## src/rtl/bc_pkg.sv

```systemverilog
// bc_pkg: shared encodings for the basic-computer sequence controller
// (bus sources, ALU ops, control-strobe bit positions, opcodes, T states).
package bc_pkg;

  localparam int unsigned CTRL_W = 21;

  typedef enum logic [2:0] {
    BUS_NONE = 3'b000,
    BUS_PC   = 3'b001,
    BUS_AR   = 3'b010,
    BUS_AC   = 3'b011,
    BUS_IR   = 3'b100,
    BUS_DR   = 3'b101,
    BUS_MEM  = 3'b110,
    BUS_TR   = 3'b111
  } bus_sel_e;

  typedef enum logic [2:0] {
    ALU_ADD  = 3'b000,
    ALU_AND  = 3'b001,
    ALU_DR   = 3'b010,
    ALU_CMA  = 3'b011,
    ALU_CIR  = 3'b100,
    ALU_CIL  = 3'b101,
    ALU_INPR = 3'b110,
    ALU_NOP  = 3'b111
  } alu_sel_e;

  typedef enum logic [4:0] {
    C_AR_LD   = 5'd0,
    C_AR_INR  = 5'd1,
    C_AR_CLR  = 5'd2,
    C_PC_LD   = 5'd3,
    C_PC_INR  = 5'd4,
    C_PC_CLR  = 5'd5,
    C_DR_LD   = 5'd6,
    C_DR_INR  = 5'd7,
    C_DR_CLR  = 5'd8,
    C_AC_LD   = 5'd9,
    C_AC_INR  = 5'd10,
    C_AC_CLR  = 5'd11,
    C_IR_LD   = 5'd12,
    C_TR_LD   = 5'd13,
    C_TR_INR  = 5'd14,
    C_TR_CLR  = 5'd15,
    C_MEM_WR  = 5'd16,
    C_E_LD    = 5'd17,
    C_E_CMP   = 5'd18,
    C_E_CLR   = 5'd19,
    C_OUTR_LD = 5'd20
  } ctrl_bit_e;

  typedef enum logic [2:0] {
    OP_AND = 3'd0,
    OP_ADD = 3'd1,
    OP_LDA = 3'd2,
    OP_STA = 3'd3,
    OP_BUN = 3'd4,
    OP_BSA = 3'd5,
    OP_ISZ = 3'd6,
    OP_REG = 3'd7
  } opcode_e;

  typedef enum logic [2:0] {
    T0 = 3'd0, T1 = 3'd1, T2 = 3'd2, T3 = 3'd3,
    T4 = 3'd4, T5 = 3'd5, T6 = 3'd6, T7 = 3'd7
  } t_state_e;

  // Opcode field -> one-hot D0..D7.
  function automatic logic [7:0] dec_onehot(input logic [2:0] op);
    return 8'b1 << op;
  endfunction

endpackage

```

## src/rtl/bc_seq_controller_if.sv

```systemverilog
// bc_seq_controller_if: controller <-> datapath signal bundle.
// FGI/FGO are present only when BC_INTR_EN is defined.
interface bc_seq_controller_if
  import bc_pkg::*;
#(
  parameter int unsigned WIDTH = 16,
  parameter int unsigned SC_W  = 3
);

`ifdef BC_INTR_EN
  logic              FGI;
  logic              FGO;
`endif
  logic [WIDTH-1:0]  IR;
  logic              CO;
  logic              Z;
  logic              N;
  logic              OVF;
  logic              E_IN;
  logic              DR_Z;
  logic [2:0]        BUS_SEL;
  logic [CTRL_W-1:0] CTRL;
  logic [2:0]        ALU_SEL;
  logic [SC_W-1:0]   T_STATE;
  logic              HALT;

  modport master (
`ifdef BC_INTR_EN
    input  FGI, FGO,
`endif
    input  IR, CO, Z, N, OVF, E_IN, DR_Z,
    output BUS_SEL, CTRL, ALU_SEL, T_STATE, HALT
  );

  modport slave (
`ifdef BC_INTR_EN
    output FGI, FGO,
`endif
    output IR, CO, Z, N, OVF, E_IN, DR_Z,
    input  BUS_SEL, CTRL, ALU_SEL, T_STATE, HALT
  );

endinterface

```

## src/rtl/bc_seq_counter.sv

```systemverilog
// bc_seq_counter: sequence counter with clear/increment/hold and one-hot T decode.
module bc_seq_counter #(
  parameter int unsigned SC_W = 3
) (
  input  logic                   clk,
  input  logic                   rst,
  input  logic                   clr,
  input  logic                   inr,
  output logic [SC_W-1:0]        sc,
  output logic [(2**SC_W)-1:0]   t_onehot
);

  logic [SC_W-1:0] sc_q, sc_d;

  // Next count: clear beats increment; neither asserted holds.
  always_comb begin
    sc_d = sc_q;
    if (clr)      sc_d = '0;
    else if (inr) sc_d = sc_q + SC_W'(1);
  end

  // Count register.
  always_ff @(posedge clk or posedge rst) begin
    if (rst) sc_q <= '0;
    else     sc_q <= sc_d;
  end

  // One-hot decode of the current count.
  always_comb begin
    t_onehot       = '0;
    t_onehot[sc_q] = 1'b1;
  end

  assign sc = sc_q;

endmodule

```

## src/rtl/bc_seq_controller.sv

```systemverilog
// bc_seq_controller: hardwired controller for the basic computer.
// Owns SC, latched decode D0..D7, I and S; drives bus select, strobes, ALU op.
// Optional interrupt / I/O support is enabled with the BC_INTR_EN macro.
module bc_seq_controller
  import bc_pkg::*;
#(
  parameter int unsigned WIDTH  = 16,
  parameter int unsigned ADDR_W = 12,
  parameter int unsigned SC_W   = 3
) (
  input  logic                 clk,
  input  logic                 rst,
  bc_seq_controller_if.master  bus
);

  logic [WIDTH-1:0]      ir;
  logic [SC_W-1:0]       sc;
  logic [(2**SC_W)-1:0]  t;
  logic                  sc_clr, sc_inr, clr_req, active;
  logic                  s_q, s_d, i_q, i_d, live_q, live_d;
  logic [7:0]            d_q, d_d;
  bus_sel_e              bus_sel;
  alu_sel_e              alu_sel;
  logic [CTRL_W-1:0]     ctrl;
  logic                  irq_cyc;
  logic                  unused_sigs;

`ifdef BC_INTR_EN
  logic ien_q, ien_d, r_q, r_d;
  assign irq_cyc = r_q & (t[T0] | t[T1] | t[T2]);
`else
  assign irq_cyc = 1'b0;
`endif

  assign ir = bus.IR;

  // live_q is low while reset is held and for the cycle after release, so the
  // controller idles there and T0 work begins on the first edge after release.
  assign active = live_q & s_q;
  assign sc_clr = active & clr_req;
  assign sc_inr = active & ~clr_req;

  bc_seq_counter #(.SC_W(SC_W)) u_sc (
    .clk      (clk),
    .rst      (rst),
    .clr      (sc_clr),
    .inr      (sc_inr),
    .sc       (sc),
    .t_onehot (t)
  );

  // Control decode: strobes, bus source, ALU op, SC clear and next flag state.
  always_comb begin
    bus_sel = BUS_NONE;
    alu_sel = ALU_NOP;
    ctrl    = '0;
    clr_req = 1'b0;
    s_d     = s_q;
    i_d     = i_q;
    d_d     = d_q;
    live_d  = 1'b1;
`ifdef BC_INTR_EN
    ien_d   = ien_q;
    r_d     = r_q;
`endif
    if (active) begin
      if (irq_cyc) begin
`ifdef BC_INTR_EN
        if (t[T0]) begin
          ctrl[C_AR_CLR] = 1'b1;
          bus_sel        = BUS_PC;
          ctrl[C_TR_LD]  = 1'b1;
        end else if (t[T1]) begin
          bus_sel        = BUS_TR;
          ctrl[C_MEM_WR] = 1'b1;
          ctrl[C_PC_CLR] = 1'b1;
        end else begin
          ctrl[C_PC_INR] = 1'b1;
          ien_d          = 1'b0;
          r_d            = 1'b0;
          clr_req        = 1'b1;
        end
`endif
      end else if (t[T0]) begin
        bus_sel       = BUS_PC;
        ctrl[C_AR_LD] = 1'b1;
      end else if (t[T1]) begin
        bus_sel        = BUS_MEM;
        ctrl[C_IR_LD]  = 1'b1;
        ctrl[C_PC_INR] = 1'b1;
      end else if (t[T2]) begin
        bus_sel       = BUS_IR;
        ctrl[C_AR_LD] = 1'b1;
        d_d           = dec_onehot(ir[ADDR_W+2:ADDR_W]);
        i_d           = ir[ADDR_W+3];
      end else if (t[T3]) begin
        if (!d_q[OP_REG]) begin
          if (i_q) begin
            bus_sel       = BUS_MEM;
            ctrl[C_AR_LD] = 1'b1;
          end
        end else if (!i_q) begin
          clr_req = 1'b1;
          if      (ir[11]) ctrl[C_AC_CLR] = 1'b1;
          else if (ir[10]) ctrl[C_E_CLR]  = 1'b1;
          else if (ir[9]) begin
            ctrl[C_AC_LD] = 1'b1;
            alu_sel       = ALU_CMA;
          end
          else if (ir[8])  ctrl[C_E_CMP]  = 1'b1;
          else if (ir[7]) begin
            ctrl[C_AC_LD] = 1'b1;
            alu_sel       = ALU_CIR;
          end
          else if (ir[6]) begin
            ctrl[C_AC_LD] = 1'b1;
            alu_sel       = ALU_CIL;
          end
          else if (ir[5])  ctrl[C_AC_INR] = 1'b1;
          else if (ir[4])  ctrl[C_PC_INR] = ~bus.N;
          else if (ir[3])  ctrl[C_PC_INR] = bus.N;
          else if (ir[2])  ctrl[C_PC_INR] = bus.Z;
          else if (ir[1])  ctrl[C_PC_INR] = ~bus.E_IN;
          else if (ir[0])  s_d            = 1'b0;
        end else begin
          clr_req = 1'b1;
`ifdef BC_INTR_EN
          if (ir[11]) begin
            ctrl[C_AC_LD] = 1'b1;
            alu_sel       = ALU_INPR;
          end
          else if (ir[10]) begin
            bus_sel         = BUS_AC;
            ctrl[C_OUTR_LD] = 1'b1;
          end
          else if (ir[9])  ctrl[C_PC_INR] = bus.FGI;
          else if (ir[8])  ctrl[C_PC_INR] = bus.FGO;
          else if (ir[7])  ien_d          = 1'b1;
          else if (ir[6])  ien_d          = 1'b0;
`endif
        end
      end else if (t[T4] && (d_q[OP_AND] || d_q[OP_ADD] || d_q[OP_LDA] || d_q[OP_ISZ])) begin
        bus_sel       = BUS_MEM;
        ctrl[C_DR_LD] = 1'b1;
      end else if (t[T4] && d_q[OP_STA]) begin
        bus_sel        = BUS_AC;
        ctrl[C_MEM_WR] = 1'b1;
        clr_req        = 1'b1;
      end else if (t[T4] && d_q[OP_BUN]) begin
        bus_sel       = BUS_AR;
        ctrl[C_PC_LD] = 1'b1;
        clr_req       = 1'b1;
      end else if (t[T4] && d_q[OP_BSA]) begin
        bus_sel        = BUS_PC;
        ctrl[C_MEM_WR] = 1'b1;
        ctrl[C_AR_INR] = 1'b1;
      end else if (t[T5] && d_q[OP_AND]) begin
        ctrl[C_AC_LD] = 1'b1;
        alu_sel       = ALU_AND;
        clr_req       = 1'b1;
      end else if (t[T5] && d_q[OP_ADD]) begin
        ctrl[C_AC_LD] = 1'b1;
        ctrl[C_E_LD]  = 1'b1;
        alu_sel       = ALU_ADD;
        clr_req       = 1'b1;
      end else if (t[T5] && d_q[OP_LDA]) begin
        ctrl[C_AC_LD] = 1'b1;
        alu_sel       = ALU_DR;
        clr_req       = 1'b1;
      end else if (t[T5] && d_q[OP_BSA]) begin
        bus_sel       = BUS_AR;
        ctrl[C_PC_LD] = 1'b1;
        clr_req       = 1'b1;
      end else if (t[T5] && d_q[OP_ISZ]) begin
        ctrl[C_DR_INR] = 1'b1;
      end else if (t[T6] && d_q[OP_ISZ]) begin
        bus_sel        = BUS_DR;
        ctrl[C_MEM_WR] = 1'b1;
        ctrl[C_PC_INR] = bus.DR_Z;
        clr_req        = 1'b1;
      end else begin
        // Unreachable (T,D) pair: return to T0 so SC never wraps past T6.
        clr_req = 1'b1;
      end
`ifdef BC_INTR_EN
      if (!(t[T0] || t[T1] || t[T2]) && ien_q && (bus.FGI || bus.FGO))
        r_d = 1'b1;
`endif
    end
  end

  // Controller flag registers.
  always_ff @(posedge clk or posedge rst) begin
    if (rst) begin
      s_q    <= 1'b1;
      i_q    <= 1'b0;
      d_q    <= '0;
      live_q <= 1'b0;
`ifdef BC_INTR_EN
      ien_q  <= 1'b0;
      r_q    <= 1'b0;
`endif
    end else begin
      s_q    <= s_d;
      i_q    <= i_d;
      d_q    <= d_d;
      live_q <= live_d;
`ifdef BC_INTR_EN
      ien_q  <= ien_d;
      r_q    <= r_d;
`endif
    end
  end

  assign bus.BUS_SEL = bus_sel;
  assign bus.CTRL    = ctrl;
  assign bus.ALU_SEL = alu_sel;
  assign bus.T_STATE = sc;
  assign bus.HALT    = ~s_q;

  // CO feeds E directly in the datapath and OVF is observe-only.
  assign unused_sigs = ^{bus.CO, bus.OVF, ir, t};

endmodule
```

## src/flat_wrapper.sv

```systemverilog
// flat-port wrapper written by rule: the top's interface ports become plain ports
module bc_seq_controller_flat import bc_pkg::*;
#(
  parameter int unsigned WIDTH  = 16,
  parameter int unsigned ADDR_W = 12,
  parameter int unsigned SC_W   = 3
)
  (clk, rst, bus_IR, bus_CO, bus_Z, bus_N, bus_OVF, bus_E_IN, bus_DR_Z, bus_BUS_SEL, bus_CTRL, bus_ALU_SEL, bus_T_STATE, bus_HALT);
  bc_seq_controller_if #(.WIDTH(WIDTH), .SC_W(SC_W)) bus_i ();
  input  logic clk;
  input  logic rst;
  input wire logic [$bits(bus_i.IR)-1:0] bus_IR;
  input wire logic [$bits(bus_i.CO)-1:0] bus_CO;
  input wire logic [$bits(bus_i.Z)-1:0] bus_Z;
  input wire logic [$bits(bus_i.N)-1:0] bus_N;
  input wire logic [$bits(bus_i.OVF)-1:0] bus_OVF;
  input wire logic [$bits(bus_i.E_IN)-1:0] bus_E_IN;
  input wire logic [$bits(bus_i.DR_Z)-1:0] bus_DR_Z;
  output wire logic [$bits(bus_i.BUS_SEL)-1:0] bus_BUS_SEL;
  output wire logic [$bits(bus_i.CTRL)-1:0] bus_CTRL;
  output wire logic [$bits(bus_i.ALU_SEL)-1:0] bus_ALU_SEL;
  output wire logic [$bits(bus_i.T_STATE)-1:0] bus_T_STATE;
  output wire logic [$bits(bus_i.HALT)-1:0] bus_HALT;
  assign bus_i.IR = bus_IR;
  assign bus_i.CO = bus_CO;
  assign bus_i.Z = bus_Z;
  assign bus_i.N = bus_N;
  assign bus_i.OVF = bus_OVF;
  assign bus_i.E_IN = bus_E_IN;
  assign bus_i.DR_Z = bus_DR_Z;
  assign bus_BUS_SEL = bus_i.BUS_SEL;
  assign bus_CTRL = bus_i.CTRL;
  assign bus_ALU_SEL = bus_i.ALU_SEL;
  assign bus_T_STATE = bus_i.T_STATE;
  assign bus_HALT = bus_i.HALT;
  bc_seq_controller #(.WIDTH(WIDTH), .ADDR_W(ADDR_W), .SC_W(SC_W)) u_core (.clk(clk), .rst(rst), .bus(bus_i));
endmodule
```

## config.mk

```make
export PLATFORM = sky130hd
export DESIGN_NAME = bc_seq_controller_flat
export DESIGN_NICKNAME = d
export VERILOG_FILES = /design/src/rtl/bc_pkg.sv /design/src/rtl/bc_seq_controller_if.sv /design/src/rtl/bc_seq_counter.sv /design/src/rtl/bc_seq_controller.sv /design/src/flat_wrapper.sv
export SDC_FILE = /design/constraint.sdc
export NUM_CORES = 1
export LEC_CHECK = 0
export CAP_MARGIN = 20
export CORE_MARGIN = 5
export CORE_UTILIZATION = 42
export CTS_CLUSTER_SIZE = 16
export DETAILED_ROUTE_END_ITERATION = 7
export PLACE_DENSITY = 0.8
export REMOVE_ABC_BUFFERS = 1
export SYNTH_ARGS = -nofsm -noshare
export SYNTH_HDL_FRONTEND = slang
export SYNTH_SLANG_ARGS = --single-unit
```

## constraint.sdc

```tcl
create_clock -name clk -period 2.3 [get_ports clk]
set_clock_uncertainty 0.05 [all_clocks]
set_input_delay 0.345 -clock clk [delete_from_list [all_inputs] [get_ports clk]]
set_output_delay 0.345 -clock clk [all_outputs]
set_load 0.01 [all_outputs]
```

==> key figures, run 1 <==
Cells and area
  • Design area: 1940 sq um
  • Final Net Count: 260
  • Share of layout cells above drive strength 1: 26.1%
  • Highest-count cells in the layout ignoring fill and taps: buf_4, clkdlybuf4s50_1, nand2_1
  • Fin util: 69.0%
  • Most common cell after layout, fill and taps aside: buf_4
  • Ant. Diodes: 0
  • Area growth syn-to-layout: 55.6%

Setup path
  • Slowest CP cell: dfrtp_2
  • Cell Chain, Critical Path: and4bb_2, and2_4, o21ai_0, a21oi_1, dlygate4sd2_1
  • Critical Path RT: 1.90 ns
  • Largest stage delay on the critical path: 0.44 ns
  • Crit path kind: flip-flop to output pin
  • CP arrival: 1.85 ns
  • Crit Path Max Fanout: 5
  • Setup crit start kind: flip-flop
  • Worst Setup End Kind: output pin

Detailed routing
  • Met3 routed WL: 264 um
  • Highest metal used: met4
  • DR vias/cell: 5.60
  • First-pass DRT Iterations: 4
  • Detailed Route WL: 4.10 mm
  • Wl on met1: 1.72 mm
  • DRC: 0
  • Post-route ant nets: 0
  • Routed vias: 1483
  • Routed wire per std cell: 15.5 um
  • First DRT Iteration DRCs: 80
  • DR WL met2: 2.07 mm

Placement
  • Post-DP HPWL: 3.20 mm
  • I/O Buffers: 45
  • DP Worst Slack: -0.156 ns
  • GP Congestion: 0.909
  • DP Area: 1810 sq um

Yosys
  • Post-synthesis sequential area ratio: 28.3%
  • Syn Area/Cell: 7.63 sq um
  • Post-synth cell types: 46
  • Synth warnings: 0
  • Post-Syn Instances: 163
  • Async SR Flop Fraction: 100%
  • Ys flop type: dfrtp_1
  • Synthesis-stage register bit count: 14
  • Number of flops mapped to enable cells by yosys: 0
  • Post-Synthesis Cell Area: 1240 sq um

Timing
  • Hold WS: 0.354 ns
  • Final Hold Viols: 0
  • Worst setup margin: 0.0520 ns
  • Slew margin rel.: 64.9%
  • Slew at the pin closest to its max-slew limit: 0.526 ns
  • Slew Viols, Final: 0
  • Maximum clock frequency: 445 MHz
  • Final setup viols: 0
  • Fin crit period: 2.25 ns
  • Tcrit/Tclk final: 97.7%

Global routing
  • Global router's overall resource usage: 19.1%
  • First-pass GRT wire length: 6.56 mm
  • Vias in the first global route: 1397
  • Antenna violations before repair: 0
  • Pin count of the biggest net entering global routing: 18
  • Grt ovf: 0

Clocking
  • H-tree depth: 1
  • Sink Count: 14
  • Clock Tree Buf Depth: 2
  • Worst skew pair latency: 0.27 ns
  • CTS Buf Count: 3
  • Clock root buffer: clkbuf_4
  • CTS tree: built
  • Worst-path clk slew: 0.08 ns

Pwr
  • Switching share of total power: 23.1%
  • Sequential power share: 53.5%
  • Tot Pwr: 0.000466 W
  • Maximum vdd drop: 0.401 mV
  • Logic gate share of total power: 16.4%
  • Pwr Density: 241 nW/um^2
  • Leak: 0.924 nW
  • Internal cell power: 0.000358 W
  • Clock power share: 30.1%
  • P_sw: 0.000108 W

Floorplan
  • Initial cell density of the core: 44.3%
  • Vert. Die Dim: 64.4 um
  • Core footprint: 2810 sq um
  • Std-Cell Rows: 19
  • Full die area: 4150 sq um
  • Die X: 64.4 um
  • I/O pin cnt: 55

Status
  • Outcome: finished clean

Hold path
  • Worst min path class: input pin to async pin

Flow run
  • MaxCap Viol Count: 0
## sequential cells by signal, summed over array words and instances (netlist names)
name            cells
u_core.i_q          1
u_core.live_q       1
u_core.s_q          1
u_core.d_q          8
u_core.u_sc.sc      3
## power by group through the flow
stage	combinational [W]	sequential [W]	clock (W)
6_report	0.0000763	0.000249	0.000140
5_1_grt	0.0000831	0.000250	0.000153
4_1_cts	0.0000759	0.000249	0.000142
3_5_place_dp	0.0000751	0.000254	0
3_3_place_gp	0.0000724	0.000254	0
2_1_floorplan	0.0000219	0.000254	0
## final timing paths
path	from	to	slack, ns	cells past startpoint
setup / recovery	u_core.u_sc.sc[2]	bus_CTRL[9]	0.05	5
hold / removal	rst	u_core.d_q[1]	0.35	2
hold reg to reg	u_core.s_q	u_core.s_q	0.46	1
max in group asynchronous	rst	u_core.u_sc.sc[2]	1.46	2
min in group clk	u_core.s_q	u_core.s_q	0.46	1
setup reg to reg	u_core.s_q	u_core.d_q[4]	0.49	5
## area by class of cell
class / count / area, sq um
inverters: 7 / 26.3
multi-input cells: 134 / 832
flip-flops and latches: 14 / 358
repair buffers: 75 / 654
fillers: 233 / 870
clock buffers: 4 / 26.3
well taps: 31 / 38.8
## cell families after synthesis
family	share of synthesized area, %
other cells	0.604
compound gates	19.6
flops	28.3
fa+ha+maj	1.01
buf+inv	9.66
simple gates	39.0
mux	1.81
## critical path: cells and delay by family, from the launching register on
| family | cells | cell delay (ns) |
|---|---|---|
| compound gates | 2 | 0.30 |
| flops | 1 | 0.44 |
| buf+inv | 1 | 0.29 |
| simple gates | 2 | 0.57 |
## per-stage QoR
| step | TNS, ns | std cells |
|---|---|---|
| 6_report | 0 | 265 |
| 5_1_grt | -0.0197 | 265 |
| 4_1_cts | -0.0669 | 258 |
| 3_5_place_dp | -0.459 | 251 |
| 3_3_place_gp | -0.209 | 251 |
| 2_1_floorplan | 0 | 155 |
## what timing repair did
action | in CTS | in global routing
endpoints found under the setup margin | 20 | 9
pin swaps | 3 | 5
endpoints found under the hold margin | 0 | 0
setup buffers | 3 | 7
hold buffers | 0 | 0
resized for setup | 26 | 13
## cell usage after synthesis, types with 3 or more instances
library cell | count | area share (%)
inv_1 | 7 | 2.1
nor3_1 | 7 | 2.8
o21ai_0 | 10 | 4.0
nor2b_1 | 3 | 1.5
and3_1 | 4 | 2.0
a21oi_1 | 10 | 4.0
o21ai_1 | 3 | 1.2
nand3_1 | 5 | 2.0
nor3b_1 | 3 | 1.8
nand2_1 | 23 | 6.9
dfrtp_1 | 13 | 26
buf_4 | 8 | 4.8
nor2_1 | 19 | 5.7
o31ai_1 | 4 | 2.4
buf_2 | 3 | 1.2
## per-layer routing
layer / vias up / track usage, %
met3: 6 / 2.94
li1: 712 / -
met1: 700 / 24.0
met4: 0 / 3.69
met5: - / 0
met2: 65 / 34.7
Power figures use the tool's default switching activity.
==> run 2, diff against run 1 <==
- ABC_AREA: default -> 1
- PLACE_DENSITY: 0.8 -> 0.81
==> run 2 against run 1 <==
  * Sequential share of layout area is 0.094 points higher
  * Die area is 1.8% lower
  * Design area is 1.6% lower
  * Via count is 2.3% lower
  * Critical path depth is 4 higher
  * Count of clock-buffer cells in the layout stayed put
  * Largest cell class unchanged
  * First-iteration DRC count is 35% lower
  * Utilization is 0.10 points higher
  * Combinational power grew to 12 times the previous value
  * Global-route usage is 2.2 points lower
  * Largest power group is now combinational cells
==> key figures, run 2 <==
Status
  • Outcome: finished clean

Yosys
  • Post-synth cell types: 27 (-41%)
  • Post-synthesis sequential area ratio: 28.9% (+0.61 points)
  • Xor and xnor area share after synthesis: 0.719% (+0.72 points)
  • Post-synthesis adder-cell area fraction: 1.03% (+0.022 points)
  • Async SR Flop Fraction: 100% (unchanged)
  • Syn Area/Cell: 6.44 sq um (-16%)
  • Largest family of logic cells by synthesized area: simple AND/OR/NAND/NOR gates
  • Synth warnings: 0 (unchanged)
  • Yosys top cell area share: 26.7% (+0.56 points)
  • Post-synthesis compound-gate area fraction: 13.3% (-6.4 points)
  • Commonest cells post-synth: inv_1, nand2_1, nor2_1
  • Top-count cell post-synth: inv_1
  • Post-synthesis simple-gate area fraction: 37.6% (-1.4 points)
  • Area leader, netlist: dfrtp_1
  • Post-Syn Instances: 189 (+16%)
  • Largest cells by area after synthesis: dfrtp_1, inv_1, nand2_1
  • Post-Synthesis Cell Area: 1220 sq um (-2.1%)
  • Multiplexer share of the synthesized area: 0% (-1.8 points)
  • Number of flops mapped to enable cells by yosys: 0 (unchanged)
  • Synthesis-stage register bit count: 14 (unchanged)
  • Ys flop type: dfrtp_1

Timing
  • TNS Setup: 0 ns (unchanged)
  • Tcrit/Tclk final: 95.7% (-2.0 points)
  • Slew Viols, Final: 0 (unchanged)
  • Fin crit period: 2.20 ns (-0.0471 ns)
  • Maximum clock frequency: 454 MHz (+2.1%)
  • Final setup viols: 0 (unchanged)
  • Final Hold Viols: 0 (unchanged)

Floorplan
  • Core footprint: 2760 sq um (-1.7%)
  • Initial cell density of the core: 44.1% (-0.19 points)
  • Die X: 63.8 um (-0.89%)
  • Std-Cell Rows: 19 (unchanged)
  • Full die area: 4080 sq um (-1.8%)
  • Vert. Die Dim: 63.8 um (-0.89%)
  • I/O pin cnt: 55 (unchanged)

Placement
  • Post-DP HPWL: 2.79 mm (-13%)
  • GP Congestion: 0.882 (-3.0%)
  • I/O Buffers: 45 (unchanged)

Cells and area
  • Fillers: 245 (+5.2%)
  • Ant. Diodes: 0 (unchanged)
  • Final Net Count: 281 (+8.1%)
  • Most common cell after layout, fill and taps aside: inv_1
  • Max reg flops: 8 (unchanged)
  • Share of layout cells above drive strength 1: 22.4% (-3.7 points)
  • Area of the multi-input gates: 732 sq um (-12%)
  • Highest-count cells in the layout ignoring fill and taps: inv_1, nand2_1, clkdlybuf4s50_1
  • Seq. cell area: 354 sq um (-1.0%)
  • Area growth syn-to-layout: 56.5%
  • Top reg by flops: u_core.d_q

Detailed routing
  • Routed wire per std cell: 12.5 um (-19%)
  • Post-route ant nets: 0 (unchanged)
  • Detailed Route WL: 3.57 mm (-13%)
  • First-pass DRT Iterations: 4 (unchanged)
  • Routed vias: 1449 (-2.3%)
  • DRC: 0 (unchanged)
  • First DRT Iteration DRCs: 52 (-35%)
  • DR vias/cell: 5.07 (-9.5%)

Clocking
  • CTS tree: built
  • Worst-path clk slew: 0.08 ns (about the same)
  • CTS Buf Count: 3 (unchanged)
  • Clock Tree Buf Depth: 2 (unchanged)
  • Sink Count: 14 (unchanged)
  • H-tree depth: 1 (unchanged)
  • Worst skew pair latency: 0.28 ns (about the same)
  • Clock root buffer: clkbuf_4

Global routing
  • Pin count of the biggest net entering global routing: 18 (unchanged)
  • Grt ovf: 0 (unchanged)
  • First-pass GRT wire length: 5.66 mm (-14%)
  • Vias in the first global route: 1348 (-3.5%)
  • Antenna violations before repair: 0 (unchanged)
  • Global router's overall resource usage: 16.9% (-2.2 points)

Setup path
  • Crit path kind: input pin to output pin
  • Critical Path RT: 1.90 ns (about the same)
  • Setup crit start kind: input pin
  • Largest stage delay on the critical path: 0.41 ns (-0.03 ns)
  • Cell Chain, Critical Path: clkdlybuf4s50_1, or2_2, nor2_2, nand4_1, nand3b_1, nand3_1, nand2_1, inv_1, clkdlybuf4s15_1
  • Crit Path Max Fanout: 2 (-3)
  • FF-to-FF setup slack: 0.52 ns (+0.03 ns)
  • Worst r2r dst: u_core.u_sc.sc[0]
  • Critical Path Sink: bus_CTRL[4]
  • CP arrival: 1.81 ns (-0.04 ns)
  • Slowest CP cell: clkdlybuf4s50_1
  • R2R depth: 14 (+9)
  • Reg-to-reg startpoint: u_core.u_sc.sc[1]
  • CP startpoint: bus_IR[7]
  • Worst Setup End Kind: output pin

Flow run
  • MaxCap Viol Count: 0 (unchanged)

Pwr
  • Pwr Density: 836 nW/um^2 (+250%)
  • Maximum vdd drop: 0.688 mV (+72%)
  • Leak: 1.03 nW (+11%)
  • Tot Pwr: 0.00159 W (+240%)

Hold path
  • Worst min path class: input pin to async pin
## run 2: cell types whose count changed in the layout (fill, tap and decap cells not counted), sizes merged, moves of 4 or more
cell	previous run	this run
inv	7	39
buf	30	21
nor2	19	27
and3	4	0
nand4	1	14
nand2	23	34
nor3b	5	0
o21ai	13	19
## run 2: logic make-up after synthesis
kind of cell / after synthesis
and+or+nand+nor: 92
buffers and inverters: 49
AOI/OAI and AO/OA: 30
DFF: 14
other: 2
xor gates and xnor gates: 1
adders and majority gates: 1
## run 2: through the flow
| step | cells | cell area (sq um) | utilization [%] | hold WS (ns) | worst slack (ns) |
|---|---|---|---|---|---|
| floorplan | 185 | 1170 | - | 0.184 | 0.422 |
| global placement | 277 | 1780 | 64.5 | 0.408 | -0.233 |
| detailed placement | 277 | 1780 | 64.5 | 0.421 | -0.255 |
| CTS | 284 | 1850 | 67.1 | 0.366 | -0.0436 |
| global route | 286 | 1910 | 69.1 | 0.383 | -0.0280 |
| finish | 286 | 1910 | 69.1 | 0.340 | 0.0992 |
## run 2: worst min-delay path by stage
stage                     depth (start not counted)  slack [ns]  startpoint             to
final                                             2        0.34         rst  u_core.d_q[0]
after global placement                            2        0.41  u_core.s_q     u_core.s_q
after CTS                                         2        0.37         rst  u_core.d_q[0]
after detailed placement                          2        0.42  u_core.s_q     u_core.s_q
after global routing                              2        0.38         rst  u_core.d_q[0]
after floorplan                                   1        0.18         rst  u_core.d_q[0]
## run 2: layout make-up
cell class | instances | area share, %
Timing Repair Buffer | 66 | 31.3
Tap cell | 31 | 2.04
Sequential cell | 14 | 18.6
Inverter | 39 | 7.81
Clock buffer | 4 | 1.90
Multi-Input combinational cell | 132 | 38.4
## run 2: metal layers
layer / global-route usage (%) / vias to the layer above / wire, um
li1: - / 740 / -
met1: 19.3 / 671 / 1440
met2: 31.5 / 33 / 1880
met3: 1.40 / 5 / 187
met4: 7.53 / 0 / 57
met5: 0 / - / 0
## run 2: report_power, final
| part | switching [W] | leakage [nW] | internal [W] | total (W) |
|---|---|---|---|---|
| logic | 0.000536 | 0.827 | 0.000412 | 0.000948 |
| clock network | 0.0000757 | 0.0210 | 0.0000964 | 0.000172 |
| registers | 0.000124 | 0.177 | 0.000349 | 0.000472 |
## run 2: timing repair
| item | in CTS | in global routing |
|---|---|---|
| setup buffers | 3 | 2 |
| resized for setup | 27 | 17 |
| hold buffers | 0 | 0 |
| cloned | 0 | 0 |
| pin swaps | 1 | 3 |
| setup endpoints to repair | 18 | 10 |
## run 2: critical path, delay by kind of cell
kind	cells	cell delay (ns)
and+or+nand+nor	6	0.78
buffers and inverters	3	0.67
